--- src/rtl/seven_seg_scan.sv ---
// seven_seg_scan: scans a 16-bit hex value across four active-low digits with per-slot blanking; LEADING_ZERO_BLANK_EN hides leading zero digits.
module seven_seg_scan #(
  parameter int TICKS_PER_DIGIT = 100000,
  parameter int BLANK_TICKS     = 1000
) (
  input  logic        clk,
  input  logic        reset,
  input  logic [15:0] value,
  input  logic [3:0]  dp_in,
  output logic [3:0]  binary,
  output logic        dp,
  output logic        enable0,
  output logic        enable1,
  output logic        enable2,
  output logic        enable3,
  output logic [1:0]  digit_sel,
  output logic        frame_start
);
  localparam int CW = $clog2(TICKS_PER_DIGIT);
  localparam logic [CW-1:0] LAST = CW'(TICKS_PER_DIGIT - 1);
  localparam logic [CW-1:0] BLANK = CW'(BLANK_TICKS);
  logic          run_q;
  logic [CW-1:0] cnt_q, cnt_d;
  logic [1:0]    sel_q, sel_d;
  logic [15:0]   val_q, val_d;
  logic [3:0]    sdp_q, sdp_d;
  logic [3:0]    en_q, en_d, bin_q, bin_d;
  logic          dp_q, dp_d, fs_q, load, show;
  // The first edge after reset enters slot 0 / count 0 rather than advancing.
  always_comb begin
    cnt_d = !run_q ? '0 : (cnt_q == LAST) ? '0 : cnt_q + 1'b1;
    sel_d = !run_q ? 2'd0 : (cnt_q == LAST) ? sel_q + 2'd1 : sel_q;
    load  = (cnt_d == '0) && (sel_d == 2'd0);
    val_d = load ? value : val_q;
    sdp_d = load ? dp_in : sdp_q;
`ifdef LEADING_ZERO_BLANK_EN
    show  = (cnt_d >= BLANK) && !((sel_d != 2'd0) && ((val_d >> {sel_d, 2'b00}) == 16'd0));
`else
    show  = cnt_d >= BLANK;
`endif
    en_d  = show ? ~(4'b0001 << sel_d) : 4'hf;
    dp_d  = ~(show & sdp_d[sel_d]);
    bin_d = val_d[{sel_d, 2'b00} +: 4];
  end
  always_ff @(posedge clk or posedge reset) begin
    if (reset) begin
      run_q <= 1'b0;
      cnt_q <= '0;
      sel_q <= 2'd0;
      val_q <= 16'd0;
      sdp_q <= 4'd0;
      en_q  <= 4'hf;
      bin_q <= 4'd0;
      dp_q  <= 1'b1;
      fs_q  <= 1'b0;
    end else begin
      run_q <= 1'b1;
      cnt_q <= cnt_d;
      sel_q <= sel_d;
      val_q <= val_d;
      sdp_q <= sdp_d;
      en_q  <= en_d;
      bin_q <= bin_d;
      dp_q  <= dp_d;
      fs_q  <= load;
    end
  end
  assign {enable3, enable2, enable1, enable0} = en_q;
  assign binary      = bin_q;
  assign dp          = dp_q;
  assign digit_sel   = sel_q;
  assign frame_start = fs_q;
endmodule

--- config.mk ---
export PLATFORM = sky130hd
export DESIGN_NAME = seven_seg_scan
export DESIGN_NICKNAME = d
export VERILOG_FILES = /design/src/rtl/seven_seg_scan.sv
export SDC_FILE = /design/constraint.sdc
export NUM_CORES = 1
export LEC_CHECK = 0
export ABC_AREA = 1
export BUFFER_PORTS_ARGS = -buffer_cell sky130_fd_sc_hd__buf_2
export CELL_PAD_IN_SITES_DETAIL_PLACEMENT = 1
export CELL_PAD_IN_SITES_GLOBAL_PLACEMENT = 2
export CORE_AREA = 8 8 95 97
export CTS_BUF_LIST = sky130_fd_sc_hd__clkbuf_16
export DETAILED_ROUTE_END_ITERATION = 10
export DIE_AREA = 0 0 103 105
export PLACE_DENSITY_LB_ADDON = 0.12
export SLEW_MARGIN = 0
export SYNTH_ARGS = -nofsm -noshare
export SYNTH_HDL_FRONTEND = slang
export SYNTH_SLANG_ARGS = --single-unit
export TNS_END_PERCENT = 10
--- constraint.sdc ---
create_clock -name clk -period 5.15 [get_ports clk]
set_clock_uncertainty 0.2 [all_clocks]
set_input_delay 0.515 -clock clk [delete_from_list [all_inputs] [get_ports clk]]
set_output_delay 0.515 -clock clk [all_outputs]
set_load 0.01 [all_outputs]
==> results.md <==
* Largest net degree at the start of global routing at 51
* Worst min-delay path class: in2reg
* Seq pwr share at a little under half
* Synthesized area at roughly 2600 sq um
* CTS root buffer: clkbuf_16
* Cells after Synth at 337
* Max-slew violation count at 0
* Post-DP HPWL at ~5.1 mm
* Most common cell after layout, fill and taps aside: nand2_1
* DIE AREA at 10820 sq um
* Post-CTS Setup Bufs at 0
* Drt wl/cell at ~14 um
* Nets at around 400
* Final-layout fill cell count at 989
* DRT Wirelength at about 6.7 mm
* Ant diodes at 0
* Fin util at 41.04%
* Num CTS Buffers at 5
* Vias per inst at between 4 and 5
* CTS resizes at 0
* Setup WS post-layout at ~2300 ps
* Ports at 34
* Number of global-route vias before repair at 2246
* DR pass1 iterations at 4
* Critical Path Fanout Max at 21
* PwrDens at 312.1 nW/um^2
* Die H at roughly 110 um
* Max_cap viols at 0
* Clk buf depth at 2
* First-pass GRT wire length at about 11 mm
* Post-route setup TNS at 0 ps
* Hold Buf Count CTS at 0
* Clock power share at between 40% and 50%
* Ys Warns at 0
* DP Worst Slack at 2291 ps
* Vias at ~2.2k
* Initial antenna violation count at 0
* Area grow syn2layout at 16.68%
* Critical path required time at between 5000 and 6000 ps
* Post-detailed-route count of antenna-violating nets at 0
* Outcome: finished, final reports clean
* Die X-Extent at ~100 um
* GRT Resource Usage Total at 13.03%
* Reg2Reg Depth at 19
* Sw power at between 0.2 and 0.25 mW
* FMAX at ~0.36 GHz
* Residual DRC at 0
* Synthesized area per cell at 7.856 sq um
* CTS H-tree lvls at 2
* Final hold viol count at 0
* Logic gate share of total power at approximately 11%
* Worst skew pair latency at roughly 290 ps
* Placer congestion estimate at ~0.74
* FP Rows at 32
* WP data arrival at roughly 2800 ps
* CTS clk-pin slew, worst paths at roughly 70 ps
* CP endpoint kind: flop
* Overflow after GRT at 0
* Commonest cells after routing, fill and taps aside: 112 x nand2_1, 45 x dfrtp_1, 41 x inv_1, 33 x buf_2, 30 x nor2_1
* Cell internal pwr at about 0.74 mW
* Syn nets at between 300 and 400
* Leak at between 1.5 and 2 nW
* Seq/Total Area, Yosys at roughly 47%
* 1st-iter DRT viols at around 120
* Setup violations, final at 0
* Distinct cells, synth at 29
* # clock sinks at 50
* Hold path cells at 3
* Seq cells post-synth at 50
* Worst slew margin at between 20% and 30%
* Measured slew at the worst slew-check pin at approximately 1100 ps
* VDD IR max at approximately 0.13 mV
* Startpoint types: flop
* Input/output buffers at 33
* Initial Utilization at a little over a third
* Period utilization at between 50% and 60%
* Core area at about 7500 sq um
* Share of layout cells above drive strength 1 at between 20 and 30%
* RSZ-0062 raised after global routing: false
* CTS tree: built
* Net Sw Frac at about a quarter
* Setup CP Type: reg2reg
* Tmin final at 2811 ps
## cell usage after synthesis
master	n	share of area (%)
a21oi_1	2	0.38
buf_2	1	0.19
nand2_2	25	5.9
buf_4	2	0.57
buf_12	1	0.76
dfrtp_1	45	43
o21bai_1	4	1.1
inv_1	42	6.0
nor2_1	30	4.3
xnor2_1	1	0.33
inv_2	3	0.43
nand3_1	21	4.0
nor2_4	7	3.0
a21o_1	1	0.28
inv_6	1	0.33
dfstp_2	5	5.0
o21ai_1	1	0.19
nand2_4	3	1.3
and2_1	4	0.95
clkinv_1	2	0.28
conb_1	1	0.14
or2_2	1	0.24
nor2_2	5	1.2
nand3_2	3	1.1
nand2_1	112	16
nand4_1	6	1.4
ha_1	2	0.95
o21ai_0	3	0.57
nand3b_1	3	0.85
## area by class of cell
cell class,count,area [sq um],share of cell area (%)
tap,102,127.6,4.131
timing repair buffer,33,165.2,5.346
sequential,50,1257,40.70
clock buffer,5,125.1,4.050
clock inverter,3,63.81,2.066
multi-input combinational,235,1165,37.71
inverter,48,185.2,5.994
## kinds of logic after synthesis
group,share of synthesized area [%]
adders and majority gates,0.9450
xor gates and xnor gates,0.3309
AOI/OAI and AO/OA,2.552
other,0.1416
buffers and inverters,8.506
and+or+nand+nor,40.03
DFF,47.50
## flip-flops by register name (all words and copies together), names as in the netlist
| name | cells |
|---|---|
| sdp_q | 4 |
| digit_sel | 2 |
| cnt_q | 17 |
| binary | 4 |
| en_q | 4 |
| val_q | 16 |
| frame_start | 1 |
| dp | 1 |
| run_q | 1 |
## power groups by stage
stage / registers [mW] / clock network, mW / logic [mW]
floorplan: 0.444 / 0 / 0.0787
CTS: 0.438 / 0.430 / 0.109
detailed placement: 0.445 / 0 / 0.107
finish: 0.438 / 0.421 / 0.105
global route: 0.442 / 0.440 / 0.122
global placement: 0.445 / 0 / 0.105
## worst max-delay path, stage by stage, from the launching register on
cell and delay [ps]:
dfrtp_1 440, ha_1 230, nand2_2 90, nor2_2 190, nand3_2 140, clkinv_1 70, nand2_1 40, nand2_1 60
nor2_1 50, nor2_1 120, nand2_1 90, nor2_4 200, nand2_4 220, inv_6 210, nand2_1 70, nand2_1 80
nand2_1 50, nand2_1 90, inv_1 40, nand2_1 60
## per-stage QoR
step,std cells,hold WS [ps],area [sq um],total power [mW]
floorplan,337,244.5,2648,0.5232
global placement,468,260.4,2900,0.5500
detailed placement,468,261.2,2900,0.5525
CTS,476,235.1,3089,0.9770
global route,476,246.2,3089,1.003
finish,476,236.6,3089,0.9642
## worst paths after layout
| kind | slack, ps | end | from |
|---|---|---|---|
| min | 240 | val_q[12] | value[12] |
| min reg2reg | 280 | val_q[6] | val_q[6] |
| max | 2340 | binary[2] | cnt_q[0] |
| max reg2reg | 2340 | binary[2] | cnt_q[0] |
| max in group asynchronous | 3810 | cnt_q[9] | reset |
| min in group asynchronous | 280 | binary[2] | reset |
## metal layers
layer | track usage (%) | wire length, um | part of all wire, %
met1 | 15.82 | 3078 | 46
met2 | 21.63 | 3256 | 49
met3 | 3.384 | 238 | 3.6
met4 | 4.343 | 99 | 1.5
met5 | 0 | 0 | 0
No activity file was read; power rests on OpenSTA's default activity.
